[config.mk]
export PLATFORM = sky130hd
export DESIGN_NAME = cache_refill
export DESIGN_NICKNAME = d
export VERILOG_FILES = /design/src/rtl/cache_refill.sv
export SDC_FILE = /design/constraint.sdc
export NUM_CORES = 1
export LEC_CHECK = 0
export CAP_MARGIN = 5
export CORE_AREA = 2 2 295 297
export CTS_BUF_LIST = sky130_fd_sc_hd__clkbuf_2
export DETAILED_ROUTE_END_ITERATION = 10
export DIE_AREA = 0 0 297 299
export GPL_TIMING_DRIVEN = 0
export PLACE_DENSITY_LB_ADDON = 0.12
export SLEW_MARGIN = 20
export SYNTH_ARGS = -nofsm -noshare
export SYNTH_HDL_FRONTEND = slang
export SYNTH_SLANG_ARGS = --single-unit
[constraint.sdc]
create_clock -name clk -period 1.8 [get_ports clk]
set_clock_uncertainty 0.05 [all_clocks]
set_input_delay 0.36 -clock clk [delete_from_list [all_inputs] [get_ports clk]]
set_output_delay 0.36 -clock clk [all_outputs]
set_load 0.02 [all_outputs]
[src/rtl/cache_refill.sv]
// AXI4 refill/writeback engine for the cache line array.
// Writes back a dirty victim as one INCR burst, then fetches and assembles the new line.
module cache_refill #(
  parameter int unsigned LINE_WORDS = 8,
  parameter int unsigned OFFSET_W   = 5
) (
  input  logic                     clk,
  input  logic                     resetn,
  input  logic                     miss_req,
  input  logic [31:0]              miss_addr,
  input  logic                     miss_dirty,
  input  logic [31:0]              wb_addr,
  input  logic [LINE_WORDS*32-1:0] cacheline_old,
  output logic                     busy,
  output logic                     refill_done,
  output logic [LINE_WORDS*32-1:0] cacheline_new,
  output logic [31:0]              awaddr,
  output logic [7:0]               awlen,
  output logic [2:0]               awsize,
  output logic [1:0]               awburst,
  output logic                     awvalid,
  input  logic                     awready,
  output logic [31:0]              wdata,
  output logic [3:0]               wstrb,
  output logic                     wlast,
  output logic                     wvalid,
  input  logic                     wready,
  input  logic                     bvalid,
  output logic                     bready,
  output logic [31:0]              araddr,
  output logic [7:0]               arlen,
  output logic [2:0]               arsize,
  output logic [1:0]               arburst,
  output logic                     arvalid,
  input  logic                     arready,
  input  logic [31:0]              rdata,
  input  logic                     rlast,
  input  logic                     rvalid,
  output logic                     rready
);

  localparam int unsigned CNT_W = $clog2(LINE_WORDS);
  localparam logic [CNT_W-1:0] LAST_BEAT = CNT_W'(LINE_WORDS - 1);

  typedef enum logic [2:0] {
    S_IDLE,
    S_AW,
    S_W,
    S_B,
    S_AR,
    S_R,
    S_DONE
  } state_e;

  typedef logic [LINE_WORDS-1:0][31:0] line_t;

  state_e           state_q, state_d;
  logic [CNT_W-1:0] cnt_q, cnt_d;
  logic [31:0]      araddr_q, araddr_d;
  logic [31:0]      awaddr_q, awaddr_d;
  line_t            old_q, old_d;
  line_t            new_q, new_d;

  // Beat completion is tracked by the counter alone, so rlast is never consulted.
  logic unused_ok;
  assign unused_ok = ^{miss_addr[OFFSET_W-1:0], wb_addr[OFFSET_W-1:0], rlast};

  always_ff @(posedge clk or negedge resetn) begin
    if (!resetn) begin
      state_q  <= S_IDLE;
      cnt_q    <= '0;
      araddr_q <= '0;
      awaddr_q <= '0;
      old_q    <= '0;
      new_q    <= '0;
    end else begin
      state_q  <= state_d;
      cnt_q    <= cnt_d;
      araddr_q <= araddr_d;
      awaddr_q <= awaddr_d;
      old_q    <= old_d;
      new_q    <= new_d;
    end
  end

  always_comb begin
    state_d  = state_q;
    cnt_d    = cnt_q;
    araddr_d = araddr_q;
    awaddr_d = awaddr_q;
    old_d    = old_q;
    new_d    = new_q;
    case (state_q)
      S_IDLE: begin
        if (miss_req) begin
          araddr_d = {miss_addr[31:OFFSET_W], {OFFSET_W{1'b0}}};
          awaddr_d = {wb_addr[31:OFFSET_W], {OFFSET_W{1'b0}}};
          old_d    = cacheline_old;
          cnt_d    = '0;
          state_d  = miss_dirty ? S_AW : S_AR;
        end
      end
      S_AW: if (awready) state_d = S_W;
      S_W: begin
        if (wready) begin
          if (cnt_q == LAST_BEAT) begin
            cnt_d   = '0;
            state_d = S_B;
          end else begin
            cnt_d = cnt_q + 1'b1;
          end
        end
      end
      S_B:  if (bvalid) state_d = S_AR;
      S_AR: if (arready) state_d = S_R;
      S_R: begin
        if (rvalid) begin
          new_d[cnt_q] = rdata;
          if (cnt_q == LAST_BEAT) begin
            cnt_d   = '0;
            state_d = S_DONE;
          end else begin
            cnt_d = cnt_q + 1'b1;
          end
        end
      end
      S_DONE:  state_d = S_IDLE;
      default: state_d = S_IDLE;
    endcase
  end

  // Channel valids/readies decode directly from the state register.
  assign busy          = (state_q != S_IDLE);
  assign refill_done   = (state_q == S_DONE);
  assign cacheline_new = new_q;

  assign awaddr  = awaddr_q;
  assign awlen   = 8'(LINE_WORDS - 1);
  assign awsize  = 3'b010;
  assign awburst = 2'b01;
  assign awvalid = (state_q == S_AW);

  assign wdata  = old_q[cnt_q];
  assign wstrb  = 4'hf;
  assign wlast  = (state_q == S_W) && (cnt_q == LAST_BEAT);
  assign wvalid = (state_q == S_W);

  assign bready = (state_q == S_B);

  assign araddr  = araddr_q;
  assign arlen   = 8'(LINE_WORDS - 1);
  assign arsize  = 3'b010;
  assign arburst = 2'b01;
  assign arvalid = (state_q == S_AR);

  assign rready = (state_q == S_R);

endmodule
==> out/results.md <==
| Metric | Value |
|---|---|
| Distinct cells, synth | 46 |
| Initial detailed-routing violation count | 851 |
| Number of synthesized flops with an enable pin | 0 |
| Result of the run | complete, but fails checks |
| Comb power frac | 56.2% |
| Router iterations before antenna repair | 5 |
| Setup repair after global routing missed its margin | yes |
| Std-Cell Core Area | 85900 µm² |
| Initial standard-cell utilization of the core | 27.9% |
| Remaining global-route overflow | 0 |
| I/O pin count | 752 |
| Total routed wirelength | 113000 µm |
| Largest buffer count on any clock path | 3 |
| Worst Setup Slack, final | -1.63 ns |
| Switching power | 26.0 mW |
| Area taken by multi-input logic gates | 10700 µm² |
| Setup Viol. Count Final | 916 |
| Total number of nets in the final design | 3736 |
| Yosys top cell by area | dfrtp_1 |
| Violated checks | negative setup slack |
| Area Overhead vs Synth | 97.9% |
| Routed len/inst | 24.3 µm |
| Number of slew-limit violations in the final report | 0 |
| Mapped cell area | 24000 µm² |
| Global-route wire length before repair | 154000 µm |
| CP Data Required Time | 1.39 ns |
| Proportion of total power due to net switching | 36.4% |
| Post-detailed-route count of antenna-violating nets | 0 |
| Total global routing track utilization | 24.1% |
| Slew at the pin closest to its max-slew limit | 0.846 ns |
| Vertical die dimension | 299 µm |
| Vias per std cell | 4.47 |
| Vias in the first global route | 22447 |
| Total count of hold-check failures in the final report | 0 |
| Number of standard cells after synthesis | 1519 |
| Data arrival time of the critical path | 3.02 ns |
| Post-route minimum period | 3.43 ns |
| Number of max-cap violations | 0 |
| Fillers | 7199 |
| Crit path launch type | flip-flop |
| Site row count | 108 |
| Total via count after detailed routing | 20829 |
| Last weighted congestion value of the routability-driven placer | 0.795 |
| Met3 Resource Use GR | 7.45% |
| H-Tree Level Count | 4 |
| Insertion delay to the later sink of the worst-skew pair | 1.33 ns |
| Share of the synthesized area in the top cell type | 59.6% |
| GRT met2 Usage | 41.2% |
| Finished Core Util | 55.3% |
| Crit. End Element | output pin |
| Final clock period utilization by the worst path | 191% |
| Maximum number of pins on one net before global-route repair | 93 |
| Busiest layer in global routing | met2 |
| Internal portion of total power | 45.4 mW |
| R2R Setup Slk | -0.48 ns |
| Count leader, synth | dfrtp_1 |
| Fmax | 0.291 GHz |
| Dominant synthesized flop cell | dfrtp_1 |
| TritonCTS Sinks | 572 |
| Synth async-reset ratio | 100% |
| Clock root buffer | clkbuf_2 |
| LEAKAGE | 22.1 nW |
| Slew headroom | 43.6% |
| Post-synth top cells | dfrtp_1, mux2_2, buf_4 |
| Total half-perimeter wirelength after legalization and detailed placement | 70200 µm |
| Areal power density over the cells | 1500 nW/µm² |
| Number of antenna violations at the first check in global routing | 25 |
| Share of layout cells above drive strength 1 | 50.9% |
| Die ar. | 88800 µm² |
| Type of the most critical hold path | input port to flip-flop |
| Largest cells by area after synthesis | dfrtp_1, mux2_2, mux2_4, mux4_2, buf_4 |
| Clock transition at path regs | 0.11 ns |
| Clk network pwr share | 13.5% |
| Maximum ir drop on the vdd rail | 0.885 mV |
| Floorplan die width | 297 µm |
| CTS Buf Count | 167 |
| Setup Crit Path Kind | flip-flop to output pin |
| Flop pwr share | 30.3% |
| Highest net fanout along the worst path | 5 |
| Synthesized area per cell | 15.8 µm² |
| Global routing usage on met1 | 27.8% |
| Register area share after synthesis | 59.6% |
| Number of port buffers | 700 |
| Number of storage elements in the synthesis netlist | 572 |
| DRC violations left | 0 |
| Sequential cell area | 14300 µm² |
| Worst slack on hold paths | 0.251 ns |
| Synthesis warning total | 0 |
| CTS tree | yes |
-- flip-flops by register name, summed over array words and instances, names as in the netlist --
signal and flops:
awaddr 27, araddr 27, cnt_q 3, state_q 3, cacheline_new 256, old_q 256
-- critical path, cell delays in order (launching register included) --
cell and delay [ns]:
dfrtp_2 0.46, buf_12 0.17, buf_4 0.14, mux2_4 0.33
a221oi_4 0.35, o221ai_2 0.16, buf_6 0.16
-- what timing repair did --
item | in CTS | in global routing
hold buffers | 636 | 0
pin swaps | 39 | 40
resized for setup | 2522 | 445
hold endpoints to repair | 1100 | 0
setup buffers | 159 | 123
cloned | 31 | 19
endpoints found under the setup margin | 919 | 919
-- final cells by class --
class | count | area share [%]
Antenna cell | 16 | 0.0843
Buffer | 123 | 3.69
Clock buffer | 253 | 2.66
Clock inverter | 31 | 0.274
Inverter | 3 | 0.0316
Multi-Input combinational cell | 855 | 22.6
Sequential cell | 572 | 30.1
Tap cell | 1155 | 3.04
Timing Repair Buffer | 1650 | 37.5
-- worst paths after layout --
check | from | to | depth (start not counted)
max | cnt_q[0]$_DFFE_PN0P_ | wdata[12] | 6
min | cacheline_old[36] | old_q[36]$_DFFE_PN0P_ | 3
max reg2reg | state_q[0]$_DFFE_PN0P_ | old_q[224]$_DFFE_PN0P_ | 9
min reg2reg | old_q[72]$_DFFE_PN0P_ | old_q[72]$_DFFE_PN0P_ | 1
max in group asynchronous | resetn | old_q[89]$_DFFE_PN0P_ | 7
min in group asynchronous | resetn | cacheline_new[95]$_DFFE_PN0P_ | 5
-- cells by family (layout without fill, tap and decap cells) --
kind of cell    count (synthesis)  after routing  share of synthesized area [%]
simple gates                  111            111                           2.20
buf+inv                       130           2060                           3.82
compound gates                 69             69                           2.21
other cells                     2             56                         0.0313
mux                           633            633                           32.0
fa+ha+maj                       2              2                          0.104
flops                         572            572                           59.6
-- metrics by stage --
stage | total power [mW] | instance area [µm²] | TNS (ns) | setup slack [ns] | cells
2_1_floorplan | 35.1 | 24300 | -0.343 | -0.0711 | 1557
3_3_place_gp | 47.1 | 32800 | - | -26.48 | 3412
3_5_place_dp | 47.4 | 33000 | -598.39 | -1.54 | 3419
4_1_cts | 66.3 | 44800 | -682.34 | -1.96 | 4529
5_1_grt | 74.8 | 47500 | -491.67 | -1.93 | 4652
6_report | 71.4 | 47500 | -369.32 | -1.63 | 4658
-- cell usage in the layout (no fill, tap or decap), types with 3 or more instances in the layout --
cell type / count
dlygate4sd3_1: 633
dfrtp_1: 565
buf_6: 407
mux2_4: 356
clkdlybuf4s50_1: 349
clkbuf_2: 253
buf_4: 221
mux2_2: 219
buf_12: 87
conb_1: 40
nand2_1: 33
mux4_2: 32
buf_16: 31
nand2_2: 29
clkinv_1: 26
clkbuf_16: 20
diode_2: 16
nor2_4: 15
buf_8: 13
mux2i_1: 12
a221oi_2: 11
a221oi_4: 8
mux2_1: 8
a22oi_1: 7
o221ai_2: 7
dfrtp_2: 7
nor2_1: 6
a22oi_2: 6
nand2_4: 6
a221oi_1: 5
o21ai_1: 5
inv_2: 4
clkbuf_8: 4
buf_2: 4
bufbuf_16: 4
a21o_1: 3
mux2i_2: 3
o22ai_2: 3
nand3b_1: 3
mux2i_4: 3
-- power by group through the flow --
stage          logic (mW)  clock network, mW  registers [mW]
2_1_floorplan        12.2                  0            22.9
3_3_place_gp         26.1                  0            21.0
3_5_place_dp         26.4                  0            21.0
4_1_cts              35.0               10.1            21.3
5_1_grt              41.9               10.7            22.2
6_report             40.2               9.61            21.7
-- per-layer routing --
metal	share of wire [%]	wire (µm)
met5	0.094	107
met4	3.8	4250
met1	40	45000
met2	49	56100
met3	7.0	7970
Power figures use the tool's default switching activity.
